[src/rtl/pipe_hazard_ctrl.sv]
// Central pipeline hazard controller: load-use bubbles, jump redirects,
// bus-wait freezes with timeout detection, and a saturating stall counter.
module pipe_hazard_ctrl #(
    parameter int TIMEOUT = 16,
    parameter int CNT_W   = 16
) (
    input  logic             clk_100MHz,
    input  logic             arst_n,
    input  logic [4:0]       id_reg1_r_addr_i,
    input  logic [4:0]       id_reg2_r_addr_i,
    input  logic             ex_mem_r_ena_i,
    input  logic [4:0]       ex_reg_w_addr_i,
    input  logic             ex_jump_req_i,
    input  logic [31:0]      ex_jump_addr_i,
    input  logic             mem_req_i,
    input  logic             mem_ack_i,
    output logic             hold_pc_o,
    output logic             hold_if_id_o,
    output logic             hold_id_ex_o,
    output logic             hold_ex_mem_o,
    output logic             flush_if_id_o,
    output logic             flush_id_ex_o,
    output logic             jump_ena_o,
    output logic [31:0]      jump_addr_o,
    output logic             bus_timeout_o,
    output logic [CNT_W-1:0] stall_cnt_o
);

    localparam int WC_W = $clog2(TIMEOUT + 1);
    localparam logic [WC_W-1:0] TIMEOUT_C = WC_W'(TIMEOUT);

    typedef enum logic [1:0] {RUN, MEM_WAIT, ERR} state_t;

    state_t            state_q, state_d;
    logic [WC_W-1:0]   wait_cnt_q, wait_cnt_d;
    logic [CNT_W-1:0]  stall_cnt_q, stall_cnt_d;

    logic load_use, mem_stall, advance;
    logic hold_all, jump_take, bubble, timeout_flag;

    assign load_use  = ex_mem_r_ena_i && (ex_reg_w_addr_i != 5'd0) &&
                       ((ex_reg_w_addr_i == id_reg1_r_addr_i) ||
                        (ex_reg_w_addr_i == id_reg2_r_addr_i));
    assign mem_stall = mem_req_i && !mem_ack_i;

    always_comb begin
        state_d      = state_q;
        wait_cnt_d   = wait_cnt_q;
        advance      = 1'b0;
        timeout_flag = 1'b0;
        case (state_q)
            RUN: begin
                if (mem_stall) begin
                    state_d    = MEM_WAIT;
                    wait_cnt_d = WC_W'(1);
                end else begin
                    advance = 1'b1;
                end
            end
            MEM_WAIT: begin
                // An ack releases the pipe even on the cycle the timeout would fire.
                if (mem_ack_i) begin
                    advance    = 1'b1;
                    state_d    = RUN;
                    wait_cnt_d = '0;
                end else begin
                    wait_cnt_d = wait_cnt_q + WC_W'(1);
                    if (wait_cnt_q == TIMEOUT_C) state_d = ERR;
                end
            end
            default: begin
                timeout_flag = 1'b1;
            end
        endcase
    end

    // Jumps and bubbles only fire on cycles where the pipe actually advances,
    // so a jump held in EX during a bus wait is taken exactly once on the ack.
    assign hold_all  = !advance;
    assign jump_take = advance && ex_jump_req_i;
    assign bubble    = advance && !ex_jump_req_i && load_use;

    assign hold_pc_o     = arst_n && (hold_all || bubble);
    assign hold_if_id_o  = arst_n && (hold_all || bubble);
    assign hold_id_ex_o  = arst_n && hold_all;
    assign hold_ex_mem_o = arst_n && hold_all;
    assign flush_if_id_o = arst_n && jump_take;
    assign flush_id_ex_o = arst_n && (jump_take || bubble);
    assign jump_ena_o    = arst_n && jump_take;
    assign jump_addr_o   = (arst_n && jump_take) ? ex_jump_addr_i : 32'd0;
    assign bus_timeout_o = arst_n && timeout_flag;
    assign stall_cnt_o   = stall_cnt_q;

    always_comb begin
        stall_cnt_d = stall_cnt_q;
        if ((hold_all || bubble) && (stall_cnt_q != {CNT_W{1'b1}}))
            stall_cnt_d = stall_cnt_q + CNT_W'(1);
    end

    always_ff @(posedge clk_100MHz or negedge arst_n) begin
        if (!arst_n) begin
            state_q     <= RUN;
            wait_cnt_q  <= '0;
            stall_cnt_q <= '0;
        end else begin
            state_q     <= state_d;
            wait_cnt_q  <= wait_cnt_d;
            stall_cnt_q <= stall_cnt_d;
        end
    end

endmodule
[config.mk]
export PLATFORM = sky130hd
export DESIGN_NAME = pipe_hazard_ctrl
export DESIGN_NICKNAME = d
export VERILOG_FILES = /design/src/rtl/pipe_hazard_ctrl.sv
export SDC_FILE = /design/constraint.sdc
export NUM_CORES = 1
export LEC_CHECK = 0
export ABC_AREA = 1
export CAP_MARGIN = 20
export CELL_PAD_IN_SITES_DETAIL_PLACEMENT = 0
export CELL_PAD_IN_SITES_GLOBAL_PLACEMENT = 1
export CORE_MARGIN = 2
export CORE_UTILIZATION = 22
export CTS_BUF_LIST = sky130_fd_sc_hd__clkbuf_8 sky130_fd_sc_hd__clkbuf_16
export CTS_CLUSTER_DIAMETER = 40
export DETAILED_ROUTE_END_ITERATION = 10
export PLACE_DENSITY = 0.86
export SYNTH_ARGS = -nofsm -noshare
export SYNTH_HDL_FRONTEND = slang
export SYNTH_SLANG_ARGS = --single-unit
[constraint.sdc]
create_clock -name clk_100MHz -period 1.6 [get_ports clk_100MHz]
set_clock_uncertainty 0.05 [all_clocks]
set_input_delay 0.24 -clock clk_100MHz [delete_from_list [all_inputs] [get_ports clk_100MHz]]
set_output_delay 0.24 -clock clk_100MHz [all_outputs]
set_load 0.05 [all_outputs]
==> run_results.csv, run 1 <==
group,metric,value,unit
yosys,syn_avg_cell_area,6.136,um^2
timing,rsz0062_at_grt,"true",
worst_setup_path,rr_worst_depth,13,
floorplanning,num_rows,34,
layout,n_antenna_cell,0,
yosys,synth_top_area_cell,"dfrtp_1",
timing,max_freq,520.2,MHz
worst_hold_path,min-delay-path-class,"input pin to asynchronous set/reset pin",
worst_setup_path,required,1310,ps
global_routing,antenna_found_initial,0,
worst_setup_path,cpPeakStageDelay,480,ps
clocking,cts_buffer_depth,2,
yosys,synth_cells,314,
yosys,syn_area,1927,um^2
status,outcome,"finished with violations",
yosys,synth_mux_area_share,0,%
route,drtAntennaViolNets,0,
layout,design_area,4553,um^2
worst_setup_path,slowest_stage,"clkdlybuf4s50_1",
yosys,synth-seq-cells,23,
route,viasPerCell,4.212,
floorplanning,start_util,22.42,%
layout,nets,520,
power,clkPwrFrac,29.2,%
worst_setup_path,crit_fanout,3,
yosys,synthAdderAreaFrac,1.948,%
global_routing,grt_pass1_vias,2420,
power,p_leak,2.172,nW
status,violations,"setup timing",
route,wl,6.973,mm
floorplanning,dieArea,9523,um^2
clocking,h-tree-depth,1,
worst_setup_path,cp.arrival,1630,ps
layout,n_fill_cell,773,
place,gp_congestion,0.8730,
power,peakVddDrop,0.0002304,V
power,p_switching,327.9,uW
timing,period_share,120.2,%
yosys,yosysTopAreaCellShare,29.87,%
worst_setup_path,path_cells,"clkdlybuf4s50_1 > inv_1 > nand2_1 > nand2_1 > nor2_1 > nand3_1 > nand2_2 > nand2_4 > a21oi_4 > buf_12",
timing,holdWs,159.8,ps
worst_setup_path,cpMostUsedCell,"nand2_1",
yosys,synth_area_leaders,"dfrtp_1 (30%), nand2_1 (17%), inv_1 (13%), nor2_1 (11%), nand3_1 (6.5%)",
power,intPower,918.3,uW
route,drc,0,
layout,fin_cells,571,
timing,slew_headroom,76.92,%
yosys,synth_top_family_by_area,"simple AND/OR/NAND/NOR gates",
timing,finalWorstSetupSlack,-322.4,ps
clocking,cts_tree,"yes",
place,post_dp_cell_area,4247,um^2
worst_setup_path,cp.depth,10,
power,combPwrFrac,24.2,%
yosys,synth_flop_cell,"dfrtp_1",
timing,setup_violations,55,
yosys,async_reset_ff_share,100.0,%
yosys,synth-simple-area-share,42.34,%
yosys,synth_compound_area_share,3.506,%
power,power.density,273.7,nW/um^2
power,p_seq_share,46.6,%
route,drt-initial-drc-count,53,
timing,final-hold-violation-count,0,
yosys,yosysWarningCount,0,
clocking,cts_sinks,23,
global_routing,grt_overflow_total,0,
clocking,insertion_delay,270,ps
place,dp_cells,558,
worst_setup_path,end_kind,"output pin",
yosys,ys_top_cells_by_count,"nand2_1 (85), inv_1 (69), nor2_1 (57)",
place,io_buffers,108,
clocking,cts_buffers,3,
worst_setup_path,worst-setup-path-type,"input pin to output pin",
power,p_sw_share,26.31,%
yosys,yosysMostFrequentCell,"nand2_1",
route,drt_pre_antenna_iters,4,
route,num_vias,2405,
floorplanning,die_x,97.59,um
layout,drive_above_1_share,41.90,%
route,wl_per_cell,12.21,um
timing,min_period,1922,ps
yosys,synthesis.nets,370,
timing,slew_viol_final,0,
floorplanning,coreArea,8593,um^2
timing,worstMarginPinSlew,343.6,ps
place,dp_hpwl,5.582,mm
global_routing,grt_max_degree,22,
clocking,cts-root-buf,"clkbuf_8",
floorplanning,fp.dieH,97.59,um
yosys,ys_types,25,
place,place_ws,-469.0,ps
worst_setup_path,cp-start-kind,"input pin",
worst_setup_path,critPathBufInv,3,
global_routing,grt_pass1_wl,11.47,mm
worst_setup_path,crit_family,"buffers and inverters",
run,cap_violations,0,
layout,synthToLayoutAreaGrowth,136.3,%
yosys,synth_seq_area_share,29.87,%
yosys,synth_edf_count,0,
clocking,clk_pin_slew,80,ps
yosys,synth_xor_area_share,5.000,%
floorplanning,ios,109,
global_routing,grtUsageTotal,14.68,%
-- placed cells by master, fill, tap and decap left out, types with 2 or more instances in the layout --
cell type,n
a21oi_1,6
buf_12,58
buf_4,36
buf_6,3
buf_8,3
clkbuf_8,3
clkdlybuf4s50_1,41
dfrtp_1,11
dfrtp_2,12
dlygate4sd2_1,7
dlymetal6s2s_1,4
ha_1,2
inv_1,65
inv_2,3
inv_4,2
nand2_1,75
nand2_2,12
nand2_4,2
nand2_8,2
nand3_1,16
nand3_2,10
nand3_4,2
nand4_1,3
nor2_1,23
nor2_4,35
nor3_4,2
xnor2_1,3
xor2_1,8
-- per-layer routing --
layer / GRT usage, % / vias to the layer above / wire (um)
li1: - / 1230 / -
met1: 17.60 / 1084 / 2988
met2: 27.64 / 87 / 3555
met3: 1.583 / 4 / 353
met4: 3.846 / 0 / 75
met5: 0 / - / 0
-- sequential cells by signal, summed over array words and instances (netlist names) --
signal	count
state_q	2
wait_cnt_q	5
stall_cnt_o	16
-- final cells by class --
type / count / area (um^2) / area share, %
clock inverter: 1 / 5.005 / 0.1099
tap: 108 / 135.1 / 2.968
inverter: 71 / 275.3 / 6.046
clock buffer: 3 / 41.29 / 0.9068
sequential: 23 / 590.6 / 12.97
timing repair buffer: 154 / 2085 / 45.78
multi-input combinational: 211 / 1421 / 31.22
-- power groups by stage --
stage / clock network (mW) / logic, mW / registers (mW)
5_1_grt: 0.394 / 0.326 / 0.581
6_report: 0.364 / 0.302 / 0.580
3_5_place_dp: 0 / 0.303 / 0.592
2_1_floorplan: 0 / 0.105 / 0.592
4_1_cts: 0.383 / 0.304 / 0.581
3_3_place_gp: 0 / 0.298 / 0.592
-- through the flow --
step                      power (mW)  setup TNS, ps  util [%]
after floorplan               0.6971          -7525         -
after global placement        0.8902         -18180     49.42
after detailed placement      0.8947         -19140     49.42
after CTS                      1.267         -11140     52.01
after global routing           1.301         -17350     52.98
final                          1.246         -12550     52.98
-- worst register-to-register path, delay by kind of cell (launching register included) --
family	cells	cell delay (ps)
buffers and inverters	3	400
DFF	1	440
and+or+nand+nor	10	740
-- timing repair --
action                     in CTS  in global routing
gates resized for setup        39                 13
cloned                          1                  1
buffers inserted                5                  3
setup endpoints to repair      53                 56
hold endpoints to repair        0                  0
pin swaps                       8                 11
hold buffers                    0                  0
-- kinds of logic after synthesis --
| kind of cell | after synthesis |
|---|---|
| fa+ha+maj | 3 |
| buf+inv | 80 |
| xor+xnor | 11 |
| simple gates | 185 |
| flops | 23 |
| compound gates | 12 |
-- final timing paths --
path / end / start / slack (ps)
min in group clk_100MHz: wait_cnt_q[3]$_DFFE_PN0P_ / mem_ack_i / 440
hold / removal: state_q[1]$_DFFE_PN0P_ / arst_n / 160
setup reg to reg: stall_cnt_o[8]$_DFFE_PN0P_ / state_q[1]$_DFFE_PN0P_ / -130
hold reg to reg: state_q[0]$_DFFE_PN0P_ / state_q[0]$_DFFE_PN0P_ / 490
max in group asynchronous: stall_cnt_o[1]$_DFFE_PN0P_ / arst_n / 1100
setup / recovery: hold_if_id_o / id_reg2_r_addr_i[2] / -320
(Power assumes the default switching activity.)
==> run 2, diff against run 1 <==
Settings changed: REMOVE_ABC_BUFFERS set to 1.
==> run 2 against run 1 <==
The run still ends with setup timing left. Global-route usage increased by 0.38 points. Sequential power about the same. Flip-flop and latch count unchanged. Sequential share of layout area decreased by 0.39 points. Utilization increased by 0.23 points. Largest cell class unchanged. Clock power increased by 5%. Non-clock buffer count increased by 10. Critical path type is now flip-flop to output pin. Via count increased by 5.2%. Combinational power about the same. Maximum frequency decreased by 0.85%. Design area increased by 0.44%. Die area unchanged.
==> run_results.csv, run 2 (synthesized netlist as in run 1, its figures left out) <==
group,metric,value,unit
timing,slew_headroom,81.02,%
layout,drive_above_1_share,39.08,%
worst_setup_path,crit_start,"state_q[0]$_DFFE_PN0P_",
power,p_leak,2.240,nW
worst_hold_path,min-delay-path-class,"input pin to asynchronous set/reset pin",
route,drtAntennaViolNets,0,
route,drc,0,
floorplanning,start_util,22.42,%
global_routing,grtUsageTotal,15.06,%
timing,final-hold-violation-count,0,
layout,fin_util,53.22,%
global_routing,antenna_found_initial,0,
worst_setup_path,cpPeakStageDelay,370,ps
global_routing,grt_pass1_wl,11.67,mm
global_routing,grt_pass1_vias,2471,
worst_setup_path,slowest_stage,"dfrtp_1",
floorplanning,dieArea,9523,um^2
place,dp_hpwl,5.493,mm
floorplanning,fp.dieH,97.59,um
route,wl_per_cell,12.72,um
timing,finalWorstSetupSlack,-339.0,ps
place,io_buffers,108,
status,outcome,"finished with violations",
worst_setup_path,cp-start-kind,"flip-flop",
floorplanning,die_x,97.59,um
clocking,cts_tree,"yes",
route,drt-initial-drc-count,60,
clocking,insertion_delay,270,ps
run,cap_violations,0,
power,finalPower,1.264,mW
clocking,clk_pin_slew,90,ps
timing,min_period,1939,ps
power,power.density,276.3,nW/um^2
floorplanning,coreArea,8593,um^2
route,viasPerCell,4.330,
worst_setup_path,required,1310,ps
clocking,cts_buffers,3,
floorplanning,num_rows,34,
route,wl,7.430,mm
route,drt_pre_antenna_iters,4,
timing,period_share,121.2,%
timing,slew_viol_final,0,
layout,synthToLayoutAreaGrowth,137.3,%
timing,rsz0062_at_grt,"true",
power,peakVddDrop,0.0002877,V
clocking,h-tree-depth,1,
timing,max_freq,515.7,MHz
timing,setup_violations,55,
worst_setup_path,cp.arrival,1650,ps
layout,final_common_cell,"nand2_1",
route,num_vias,2529,
timing,worstMarginPinSlew,283.7,ps
worst_setup_path,path_cells,"inv_2 > nor2_2 > nand2_1 > nand2_2 > nand3_4 > buf_12 > nor2_2 > buf_6 > buf_12",
worst_setup_path,crit_fanout,17,
worst_setup_path,worst-setup-path-type,"flip-flop to output pin",
worst_setup_path,r2r_start,"state_q[0]$_DFFE_PN0P_",
worst_setup_path,end_kind,"output pin",
global_routing,grt_overflow_total,0,
layout,n_antenna_cell,0,
place,gp_congestion,0.8398,
floorplanning,ios,109,
layout,layout_common_cells,"nand2_1 (79), inv_1 (67), buf_12 (62), clkdlybuf4s50_1 (45), buf_4 (42)",
clocking,cts-root-buf,"clkbuf_8",
layout,n_fill_cell,744,
layout,largest_reg_flops,16,
clocking,cts_sinks,23,
clocking,cts-hold-fix-buffers,0,
timing,finalSetupTns,-11640,ps
clocking,cts_buffer_depth,2,
layout,nets,533,
global_routing,grt_max_degree,18,
status,violations,"setup timing",
## run 2: path summary, 6_finish.rpt
path                                              endpoint  slack, ps  cells past startpoint
worst max-delay path                        jump_addr_o[2]       -340                      9
worst min-delay path            stall_cnt_o[1]$_DFFE_PN0P_        230                      3
worst max register to register  stall_cnt_o[6]$_DFFE_PN0P_        -70                     12
worst min register to register      state_q[0]$_DFFE_PN0P_        490                      2
max in group asynchronous       stall_cnt_o[8]$_DFFE_PN0P_        990                      3
min in group clk_100MHz          wait_cnt_q[3]$_DFFE_PN0P_        330                      2
## run 2: metrics by stage
stage	hold WS, ps	setup slack [ps]	instance area, um^2	cells
floorplan	-105.6	-1104	1859	305
global placement	446.1	-444.7	3974	561
detailed placement	444.1	-458.9	3974	561
CTS	249.3	-351.4	4417	580
global route	266.2	-438.0	4573	584
finish	233.5	-339.0	4573	584
## run 2: timing repair
action,4_1_cts,5_1_grt
gates cloned,6,0
pin swaps,15,8
endpoints found under the setup margin,55,55
setup buffers,9,6
resized for setup,65,30
## run 2: worst max-delay path, delay by kind of cell, from the launching register on
family,cells,cell delay [ps]
DFF,1,370
and+or+nand+nor,5,510
buffers and inverters,4,480
## run 2: per-layer routing
| layer | global-route usage [%] | vias up | part of all wire [%] |
|---|---|---|---|
| li1 | - | 1250 | - |
| met1 | 17.29 | 1165 | 41 |
| met2 | 28.44 | 105 | 52 |
| met3 | 3.309 | 9 | 6.1 |
| met4 | 3.098 | 0 | 1.1 |
| met5 | 0 | - | 0 |
## run 2: power by group
part / internal, mW / leakage (nW) / switching [mW]
logic: 0.167 / 1.93 / 0.133
registers: 0.581 / 0.286 / 0
clock network: 0.175 / 0.0255 / 0.208
## run 2: layout make-up
type | instances | area, um^2 | area share [%]
Timing Repair inverter | 1 | 7.507 | 0.1642
Clock inverter | 1 | 5.005 | 0.1094
Tap cell | 108 | 135.1 | 2.955
Clock buffer | 3 | 41.29 | 0.9029
Multi-Input combinational cell | 213 | 1321 | 28.89
Sequential cell | 23 | 575.6 | 12.59
Timing Repair Buffer | 164 | 2218 | 48.51
Inverter | 71 | 269.0 | 5.882
==> run 3, diff against run 2 <==
Settings changed: HOLD_SLACK_MARGIN set to 0.06.
==> results of run 3 <==
Final layout, timing and power as in run 2 (identical DEF).
